--- config.mk ---
export PLATFORM = sky130hd
export DESIGN_NAME = bcd_seq_ctrl
export DESIGN_NICKNAME = d
export VERILOG_FILES = /design/src/rtl/bcd_seq_ctrl.sv
export SDC_FILE = /design/constraint.sdc
export NUM_CORES = 1
export LEC_CHECK = 0
export ABC_AREA = 1
export CAP_MARGIN = 40
export CELL_PAD_IN_SITES_DETAIL_PLACEMENT = 1
export CELL_PAD_IN_SITES_GLOBAL_PLACEMENT = 1
export CORE_UTILIZATION = 39
export CTS_BUF_LIST = sky130_fd_sc_hd__clkbuf_4 sky130_fd_sc_hd__clkbuf_8
export CTS_CLUSTER_SIZE = 25
export DETAILED_ROUTE_END_ITERATION = 6
export PLACE_DENSITY_LB_ADDON = 0.25
export SYNTH_ARGS = -nofsm -noshare
export SYNTH_HDL_FRONTEND = slang
export SYNTH_SLANG_ARGS = --single-unit
--- constraint.sdc ---
create_clock -name clk -period 8.9 [get_ports clk]
set_input_delay 2.67 -clock clk [delete_from_list [all_inputs] [get_ports clk]]
set_output_delay 2.67 -clock clk [all_outputs]
set_load 0.005 [all_outputs]
--- src/rtl/bcd_seq_ctrl.sv ---
// Multi-byte packed-BCD add/subtract sequencer: reads A and B byte by byte from memory,
// writes the decimal-adjusted result back over A, least significant byte first.
//   state | meaning
//   IDLE  | waiting for start, flags hold last result
//   RD_A  | reading byte i of operand A
//   RD_B  | reading byte i of operand B
//   WR    | writing result byte i to A
//   DONE  | one-cycle completion pulse
module bcd_seq_ctrl #(
  parameter int ADDR_W = 16
) (
  input  logic              clk,
  input  logic              reset_n,
  input  logic              start,
  input  logic              add_sub,
  input  logic              carry_in,
  input  logic [2:0]        len,
  input  logic [ADDR_W-1:0] a_base,
  input  logic [ADDR_W-1:0] b_base,
  output logic [ADDR_W-1:0] mem_addr,
  output logic              mem_rd,
  output logic              mem_wr,
  output logic [7:0]        mem_wdata,
  input  logic [7:0]        mem_rdata,
  input  logic              mem_ready,
  output logic              busy,
  output logic              done,
  output logic [3:0]        flags
);

  typedef enum logic [2:0] {IDLE, RD_A, RD_B, WR, DONE} state_t;

  state_t            state_q, state_d;
  logic [ADDR_W-1:0] a_base_q, b_base_q;
  logic [2:0]        len_q, idx_q;
  logic              sub_q, carry_q, zero_q;
  logic [7:0]        byte_a_q, byte_b_q;
  logic [1:0]        flags_q;

  logic [4:0]        nib_lo, nib_hi;
  logic [7:0]        result;
  logic              byte_cout;
  logic [ADDR_W-1:0] idx_ext, addr_a, addr_b;

  // Returns {carry, digit}; t is taken modulo 32 so a borrow shows up as t > 9.
  function automatic logic [4:0] bcd_nib(input logic sub, input logic [3:0] a,
                                         input logic [3:0] b, input logic c);
    logic [4:0] t;
    if (sub) t = {1'b0, a} - {1'b0, b} - {4'b0, c};
    else     t = {1'b0, a} + {1'b0, b} + {4'b0, c};
    if (t > 5'd9) return {1'b1, (sub ? t[3:0] - 4'd6 : t[3:0] + 4'd6)};
    else          return {1'b0, t[3:0]};
  endfunction

  always_comb begin
    nib_lo    = bcd_nib(sub_q, byte_a_q[3:0], byte_b_q[3:0], carry_q);
    nib_hi    = bcd_nib(sub_q, byte_a_q[7:4], byte_b_q[7:4], nib_lo[4]);
    result    = {nib_hi[3:0], nib_lo[3:0]};
    byte_cout = nib_hi[4];
    idx_ext   = {{(ADDR_W-3){1'b0}}, idx_q};
    addr_a    = a_base_q + idx_ext;
    addr_b    = b_base_q + idx_ext;
  end

  always_ff @(posedge clk or negedge reset_n) begin
    if (!reset_n) state_q <= IDLE;
    else          state_q <= state_d;
  end

  always_comb begin
    state_d   = state_q;
    mem_rd    = 1'b0;
    mem_wr    = 1'b0;
    mem_addr  = '0;
    mem_wdata = '0;
    busy      = 1'b1;
    done      = 1'b0;
    case (state_q)
      IDLE: begin
        busy = 1'b0;
        if (start) state_d = RD_A;
      end
      RD_A: begin
        mem_rd   = 1'b1;
        mem_addr = addr_a;
        if (mem_ready) state_d = RD_B;
      end
      RD_B: begin
        mem_rd   = 1'b1;
        mem_addr = addr_b;
        if (mem_ready) state_d = WR;
      end
      WR: begin
        mem_wr    = 1'b1;
        mem_addr  = addr_a;
        mem_wdata = result;
        if (mem_ready) state_d = (idx_q == len_q) ? DONE : RD_A;
      end
      DONE: begin
        done    = 1'b1;
        state_d = IDLE;
      end
      default: begin
        busy    = 1'b0;
        state_d = IDLE;
      end
    endcase
  end

  always_ff @(posedge clk or negedge reset_n) begin
    if (!reset_n) begin
      a_base_q <= '0;
      b_base_q <= '0;
      len_q    <= '0;
      idx_q    <= '0;
      sub_q    <= 1'b0;
      carry_q  <= 1'b0;
      zero_q   <= 1'b0;
      byte_a_q <= '0;
      byte_b_q <= '0;
      flags_q  <= '0;
    end else begin
      case (state_q)
        IDLE: if (start) begin
          a_base_q <= a_base;
          b_base_q <= b_base;
          len_q    <= len;
          sub_q    <= add_sub;
          idx_q    <= '0;
          carry_q  <= carry_in;
          zero_q   <= 1'b1;
          flags_q  <= '0;
        end
        RD_A: if (mem_ready) byte_a_q <= mem_rdata;
        RD_B: if (mem_ready) byte_b_q <= mem_rdata;
        WR: if (mem_ready) begin
          carry_q <= byte_cout;
          zero_q  <= zero_q & (result == 8'h00);
          if (idx_q == len_q) flags_q <= {byte_cout, zero_q & (result == 8'h00)};
          else                idx_q   <= idx_q + 3'd1;
        end
        default: ;
      endcase
    end
  end

  assign flags = {2'b00, flags_q};

endmodule

==> flow_summary.ini <==
[clocking]
cts.root.buffer_cell = sky130_fd_sc_hd__clkbuf_8
insertion_delay_ps = 350
tritoncts = built
cts_made_buffers = 9
clock_path_buffers = 2
cts_htree_levels = 3
clock-sinks = 62
clkTransAtPathRegs_ps = 70

[pwr]
irDropWorstVdd_v = 0.000184
power_density_nw_per_um2 = 477
leakage_uw = 0.00283

[logic_synthesis]
synthTopCellsByArea = sky130_fd_sc_hd__dfrtp_1 (36%), sky130_fd_sc_hd__nand2_1 (20%), sky130_fd_sc_hd__inv_1 (7.0%)
dominantRegCellSynth = sky130_fd_sc_hd__dfrtp_1
summed_instance_area_of_the_synthesized_netlist_um2 = 4370
synth-edff-count = 0
netlist-cell-type-count = 40
synthDominantAreaCellType = sky130_fd_sc_hd__dfrtp_1
post_synth_inst_count = 625
yosys-top-cells-count = sky130_fd_sc_hd__nand2_1 (235), sky130_fd_sc_hd__inv_1 (81), sky130_fd_sc_hd__dfrtp_1 (62), sky130_fd_sc_hd__nor2_1 (48), sky130_fd_sc_hd__nand3_1 (36)
count_of_state_elements_after_synthesis = 62
synth.most_common_cell = sky130_fd_sc_hd__nand2_1
postSynth.asyncResetShare_pct = 100
syn_area_per_cell_um2 = 6.99
synthesis.yosys.warnings = 0
yosysSeqAreaShare_pct = 35.5
synthDominantCellAreaShare_pct = 35.5

[timing]
final.min_clock_period_ps = 8530
slew_violations = 0
unrepaired_setup_endpoints_after_global_routing = false
final-setup-viol-count = 0
fmax_ghz = 0.117
timing.final.crit_share_pct = 95.8
actual_slew_at_the_worst_max_slew_pin_ps = 792
skew_ps = 14.7
report.final.hold_viol_count = 0
slew_limit_headroom_pct = 47.2
finalSetupTns_ps = 0
final_critical_path_setup_slack_ps = 370

[floorplanning]
core_ar_um2 = 10900
row_count = 38
fp.dieH_um = 108
effective_utilization_at_floorplan_pct = 40.1
dieWidth_um = 108
top_level_ports = 81
die-area_um2 = 11600

[critical_path]
max_stage_delay_ps = 590
crit_path_start_kind = register
cp_class = register to output pin
critPathRequiredTime_ps = 6230
critical_path.reg2reg.startpoint = carry_q
endpoint_kind = output pin
worst_path_buffer_plus_inverter_count = 7
worst-path-max-fanout = 5
critical-path-top-delay-family = adder cells
critical_path.startpoint = carry_q
cpMostUsedCell = sky130_fd_sc_hd__inv_1
worstPathArrival_ps = 5860
critical_path.slowest_cell = sky130_fd_sc_hd__fa_1
ff2ff_setup_slack_ps = 3530

[cells_and_area]
layout.nets = 782
instances_no_fill = 845
drive_above_1_share_pct = 6.81
antenna_cells = 0
layout-area-overhead-vs-synth_pct = 25.2
layout.cell_area.non_filler_um2 = 5470

[drt]
post_detailed_route_via_to_cell_ratio = 4.92
post-route-drc-count = 0
dr.first_iter.drc_count = 121
routed_wire_length_per_instance_um = 14.1
vias = 4158
wirelength_um = 11900
drtAntennaViolNets = 0
drt_first_pass_iters = 4

[global_route]
grt_first_pass_wirelength_um = 20300
maximum_number_of_pins_on_one_net_before_global_route_repair = 63
grt_antenna_before_repair = 0
overflow = 0
number_of_global_route_vias_before_repair = 4417
gr-usage-all-layers_pct = 22.2

[worst_hold_path]
holdCritStartpoint = a_base_q[10]
hold_path.class = register to register

[place]
detailedPlace.worstSlack_ps = 641
gp_congestion = 0.794
post-dp-hpwl_um = 9200
io_buffers = 78
placed_instance_area_um2 = 5250
dp_cells = 829

[status]
outcome = complete, no violations

[job]
drv_cap = 0
-- layout by cell type (no fill, tap or decap), drive strengths merged, types with 2 or more instances in the layout --
master | netlist | layout
a21oi | 11 | 11
a31oi | 3 | 3
buf | 8 | 4
bufinv | 0 | 2
clkbuf | 10 | 10
clkdlybuf4s50 | 0 | 77
clkinv | 1 | 4
conb | 1 | 2
dfrtp | 62 | 62
fa | 9 | 9
ha | 24 | 24
inv | 87 | 87
nand2 | 243 | 243
nand3 | 37 | 37
nor2 | 53 | 53
nor3 | 2 | 2
o21a | 5 | 5
o21ai | 46 | 46
or2 | 6 | 6
xnor2 | 7 | 7
xor2 | 2 | 2
-- report_power, final --
group | switching, µW | internal, µW
sequential | 109 | 408
combinational | 1090 | 725
clock | 117 | 160
-- per-layer routing --
| layer | GRT usage (%) | vias to the layer above | share of wire, % |
|---|---|---|---|
| li1 | - | 2067 | - |
| met1 | 28.5 | 2005 | 46 |
| met2 | 37.8 | 69 | 50 |
| met3 | 3.51 | 17 | 2.8 |
| met4 | 7.44 | 0 | 1.4 |
| met5 | 0 | - | 0 |
-- worst paths after layout --
| check | cells after the start | to |
|---|---|---|
| min in group asynchronous | 2 | b_base_q[7] |
| worst min register to register | 2 | a_base_q[10] |
| worst max-delay path | 26 | mem_wdata[7] |
| worst min-delay path | 2 | a_base_q[10] |
| max in group asynchronous | 2 | byte_b_q[4] |
| worst max register to register | 27 | zero_q |
-- cells by family (layout without fill, tap and decap cells) --
kind of cell             count (synthesis)  after routing  share of synthesized area [%]
AO/OA/AOI/OAI                           69             69                           8.82
XOR/XNOR                                 9              9                           1.80
adder cells (fa/ha/maj)                 33             33                           11.0
buffers and inverters                  106            185                           9.77
flip-flops                              62             62                           35.5
multiplexers                             1              1                          0.229
other                                    1              2                         0.0859
AND/OR/NAND/NOR                        344            344                           32.8
-- stage by stage --
stage	util [%]	total power, µW	hold slack, ps
4_1_cts	50.2	2640	481
3_3_place_gp	48.2	2250	456
6_report	50.2	2610	481
3_5_place_dp	48.2	2340	461
5_1_grt	50.2	2930	509
2_1_floorplan	-	1770	441
-- worst min-delay path, cell delays in order, from the launching register on --
cell and delay (ps):
sky130_fd_sc_hd__dfrtp_1 340, sky130_fd_sc_hd__nand2_1 50, sky130_fd_sc_hd__nand2_1 50
-- layout make-up --
type	instances	area (µm²)
tap	140	175
multi-input combinational	458	2400
inverter	88	330
clock inverter	6	86.3
clock buffer	10	131
sequential	62	1550
timing repair buffer	81	798
fill	1415	5420
-- registers in the layout (all words and copies together) (netlist names) --
register  flops
state_q       3
idx_q         3
carry_q       1
b_base_q     16
a_base_q     16
byte_b_q      8
len_q         3
flags_q       2
byte_a_q      8
zero_q        1
sub_q         1
-- repair_timing --
item                       CTS  global route
setup endpoints to repair    0             3
resized for setup            0             1
hold buffers                 0             0
setup buffers                0             0
No activity file was read; power rests on OpenSTA's default activity.
==> variant 1: new RTL, same settings <==
Change the parameter `ADDR_W` from 16 to 15.
--- a/src/rtl/bcd_seq_ctrl.sv
+++ b/src/rtl/bcd_seq_ctrl.sv
@@ -9,3 +9,3 @@
 module bcd_seq_ctrl #(
-  parameter int ADDR_W = 16
+  parameter int ADDR_W = 15
 ) (
Interface: changed (resized a_base, b_base and mem_addr); port bits go from 81 to 78. The function was not compared with the original's and may differ.
==> variant 1 against the unedited design <==
Synthesized area down 2.5%; sequential share of layout area fell by 0.31 points; non-clock buffer count fell by 1; routed wire length decreased by 1.5%; final area down 2.2%; sequential cell count is 2 lower; setup slack worse by 23 ps; total power shrank 1.6%; critical endpoint unchanged; largest power group unchanged.
==> variant 1: results (changes against the unedited design) <==
- GRT Resource Usage Total: 22.2% (about the same)
- Placed instance count: 799 (was 829)
- Final nets: 756 (was 782)
- Post-synthesis mux area share: 0.470% (was 0.229%)
- GR met1 Demand/Resource: 26.7% (was 28.5%)
- Final weighted congestion in routability-driven placement: 0.808 (was 0.794)
- Run status: finished, final reports clean (unchanged)
- Static Leak: 0.00280 uW (was 0.00283 uW)
- Wire length of the first global-routing pass: 19900 um (was 20300 um)
- Top post-synthesis cells by area: sky130_fd_sc_hd__dfrtp_1 35%, sky130_fd_sc_hd__nand2_1 19%, sky130_fd_sc_hd__inv_1 7.2% (was sky130_fd_sc_hd__dfrtp_1 36%, sky130_fd_sc_hd__nand2_1 20%, sky130_fd_sc_hd__inv_1 7.0%)
- Slew HR: 47.4% (was 47.2%)
- Total met2 wirelength after detailed routing: 5920 um (was 5930 um)
- Worst setup path startpoint: byte_a_q[0] (was carry_q)
- Sequential area share after synthesis: 35.3% (was 35.5%)
- Top post-synthesis cells by count: 221 x sky130_fd_sc_hd__nand2_1, 82 x sky130_fd_sc_hd__inv_1, 60 x sky130_fd_sc_hd__dfrtp_1 (was 235 x sky130_fd_sc_hd__nand2_1, 81 x sky130_fd_sc_hd__inv_1, 62 x sky130_fd_sc_hd__dfrtp_1)
- WL met1: 5300 um (was 5470 um)
- Number of cells on the worst reg-to-reg path: 28 (was 27)
- Placement-stage worst setup slack: 656 ps (was 641 ps)
- HPWL Detailed: 9010 um (was 9200 um)
- Via count: 4004 (was 4158)
- Largest net degree at the start of global routing: 61 (was 63)
- Worst slack on hold paths: 477 ps (was 481 ps)
- Area after DPL: 5110 sq um (was 5250 sq um)
- Vias in the first global route: 4332 (was 4417)
- GR Layer Usage met3: 3.74% (was 3.51%)
- Synthesized area divided by synthesized cell count: 7.09 sq um (was 6.99 sq um)
- Maximum fanout encountered on the critical timing path: 4 (was 5)
- Hold Crit Start: b_base_q[10] (was a_base_q[10])
- Portion of the clock cycle consumed by the worst path in the final layout: 96.1% (was 95.8%)
- DRC marker count from the first detailed-route iteration: 136 (was 121)
- R2R setup slack: 3440 ps (was 3530 ps)
- Input/output buffers: 75 (was 78)
- Clk. pwr: 264 uW (was 277 uW)
- Compound-cell area share of the yosys netlist: 9.02% (was 8.82%)
- Largest registers: a_base_q: 15 flops, b_base_q: 15 flops (was a_base_q: 16 flops, b_base_q: 16 flops)
- End point of the worst hold path: b_base_q[10] (was a_base_q[10])
- Combinational share of power: 70.5% (was 69.6%)
- Metal3 WL: 327 um (was 331 um)
- Cell-internal power: 1280 uW (was 1290 uW)
[variant 1: changes by cell type in the layout (fill, tap and decap cells not counted), sizes merged, moves of 3 or more]
cell	unedited run	this run
nand3	37	34
clkbuf	10	14
clkinv	4	0
nor3	2	5
nand2	243	232
clkdlybuf4s50	77	74
nor2	53	47
a31oi	3	0
[variant 1: kinds of logic (layout without fill, tap and decap cells)]
group           Yosys count  after routing
other cells               1              2
xor+xnor                  7              7
simple gates            330            330
buf+inv                 101            180
mux                       2              2
compound gates           66             66
flops                    60             60
fa+ha+maj                33             33
[variant 1: layout make-up]
type	instances	area [sq um]	area share [%]
multi-input combinational	440	2360	44.2
clock inverter	1	30.0	0.561
inverter	85	322	6.01
clock buffer	14	180	3.37
sequential	60	1500	28.1
tap	136	170	3.18
timing repair buffer	80	783	14.6
[variant 1: what timing repair did]
item,CTS,global route
resized for setup,0,4
buffers inserted,0,2
endpoints found under the setup margin,0,3
==> variant 2: new RTL, config.mk and constraints unchanged <==
Without the edit above. Put a register stage on the output `flags`, with the module's reset. The value now appears one clock later. The other outputs are not delayed to match.
--- a/src/rtl/bcd_seq_ctrl.sv
+++ b/src/rtl/bcd_seq_ctrl.sv
@@ -146,3 +146,9 @@
 
-  assign flags = {2'b00, flags_q};
+  always_ff @(posedge clk or negedge reset_n) begin
+    if (!reset_n) begin
+      flags <= '0;
+    end else begin
+      flags <= {2'b00, flags_q};
+    end
+  end
 
Function: changed (a bounded check fails within 10 cycles, from zero or initial values and one cycle with reset_n low).
==> variant 2 against the unedited design <==
Setup slack better by 4.4 ps; total power up 0.96%; hold slack worse by 95 ps; sequential cell count up 2; final area up 0.66%; critical path depth up 1; count of clock-buffer cells in the layout up 1; routed wire length up 6.4%; synthesized area up 0.86%; clock skew down 3.7 ps; critical endpoint unchanged; highest routed layer unchanged.
==> variant 2: results (changes against the unedited design) <==
- GRT Resource Usage Total: 23.3% (was 22.2%)
- Vias in the first global route: 4541 (was 4417)
- Static Leak: 0.00285 uW (was 0.00283 uW)
- Top post-synthesis cells by area: sky130_fd_sc_hd__dfrtp_1 36%, sky130_fd_sc_hd__nand2_1 20%, sky130_fd_sc_hd__inv_1 7.0% (unchanged)
- Count of cell types in the netlist: 43 (was 40)
- Number of cells on the worst reg-to-reg path: 28 (was 27)
- Top post-synthesis cells by count: 230 x sky130_fd_sc_hd__nand2_1, 82 x sky130_fd_sc_hd__inv_1, 64 x sky130_fd_sc_hd__dfrtp_1 (was 235 x sky130_fd_sc_hd__nand2_1, 81 x sky130_fd_sc_hd__inv_1, 62 x sky130_fd_sc_hd__dfrtp_1)
- Peak supply drop: 179 uV (was 184 uV)
- End point of the worst hold path: flags[0] (was a_base_q[10])
- Sequential area share after synthesis: 36.4% (was 35.5%)
- R2R setup slack: 3500 ps (was 3530 ps)
- Postcts setup bufs: 0 (unchanged)
- Inserted Clock Buffers: 9 (unchanged)
- Maximum fanout encountered on the critical timing path: 4 (was 5)
- Placed instance count: 825 (was 829)
- Run status: finished, final reports clean (unchanged)
- Wire length of the first global-routing pass: 21200 um (was 20300 um)
- Skew final: 11.0 ps (was 14.7 ps)
- N_diodes: 0 (unchanged)
- Final nets: 778 (was 782)
- Count of cells along the worst hold path: 0 (was 2)
- Via count: 4220 (was 4158)
- Count of H-tree levels built during CTS: 3 (unchanged)
- Final weighted congestion in routability-driven placement: 0.833 (was 0.794)
- Input/output buffers: 78 (unchanged)
- DRC marker count from the first detailed-route iteration: 102 (was 121)
- Synthesized area divided by synthesized cell count: 7.11 sq um (was 6.99 sq um)
- Largest net degree at the start of global routing: 65 (was 63)
- Hold Crit Start: flags_q[0] (was a_base_q[10])
- DR pass1 iterations: 4 (unchanged)
- Clock-pin slew on the worst setup and hold paths: 70 ps (about the same)
- Layout cells sized above 1: 6.86% (was 6.81%)
- Least-Margin Pin Slew: 836 ps (was 792 ps)
- Ratio of routed vias to standard cells: 5.02 (was 4.92)
- Wire length after detailed routing: 12600 um (was 11900 um)
- HPWL Detailed: 9710 um (was 9200 um)
==> variant 2: worst max-delay path by stage <==
stage                            from            to  slack, ps  cells past startpoint
after CTS                 byte_a_q[0]  mem_wdata[7]        110                     26
final                         carry_q  mem_wdata[7]        370                     27
after floorplan               carry_q  mem_wdata[7]       1540                     26
after global routing      byte_b_q[0]  mem_wdata[7]         40                     28
after global placement        carry_q  mem_wdata[7]        810                     26
after detailed placement  byte_a_q[0]  mem_wdata[7]        500                     26
==> variant 2: kinds of logic (layout without fill, tap and decap cells) <==
family | count (synthesis) | after routing | share of synthesized area (%)
and+or+nand+nor | 342 | 342 | 32.7
buffers and inverters | 103 | 182 | 9.49
AOI/OAI and AO/OA | 67 | 67 | 8.46
DFF | 64 | 64 | 36.4
adders and majority gates | 33 | 33 | 10.9
xor gates and xnor gates | 9 | 9 | 1.79
other | 1 | 2 | 0.0851
muxes | 1 | 1 | 0.227
==> variant 2: area by class of cell <==
type                    instances  area, sq um
fillers                      1407         5430
well taps                     140          175
repair buffers                 81          818
inverters                      86          323
flip-flops and latches         64         1600
clock buffers                  11          145
multi-input cells             454         2400
clock inverters                 4         45.0
==> variant 2: worst max-delay path: cells and delay by family, from the launching register on <==
kind / cells / cell delay [ps]
buf+inv: 7 / 930
flops: 1 / 410
simple gates: 12 / 1430
compound gates: 1 / 190
fa+ha+maj: 7 / 2560
==> variant 2: metal layers <==
layer / track usage [%] / vias up / wire length (um)
li1: - / 2057 / -
met1: 28.2 / 2082 / 5490
met2: 43.1 / 71 / 6610
met3: 3.80 / 10 / 411
met4: 5.12 / 0 / 138
met5: 0 / - / 0
==> variant 2: through the flow <==
stage                     area (sq um)  hold slack (ps)  worst slack [ps]  total power, uW
after detailed placement          5310              369               501             2370
after CTS                         5500              386               106             2640
after global placement            5280              367               813             2240
after floorplan                   4410              354              1540             1760
after global routing              5510              403              43.7             2940
final                             5510              386               375             2640
==> variant 2: power by group <==
group | leakage, uW | total (uW) | switching [uW] | internal [uW]
registers | 0.000804 | 530 | 109 | 421
logic | 0.00194 | 1860 | 1110 | 742
clock network | 0.000102 | 251 | 114 | 137
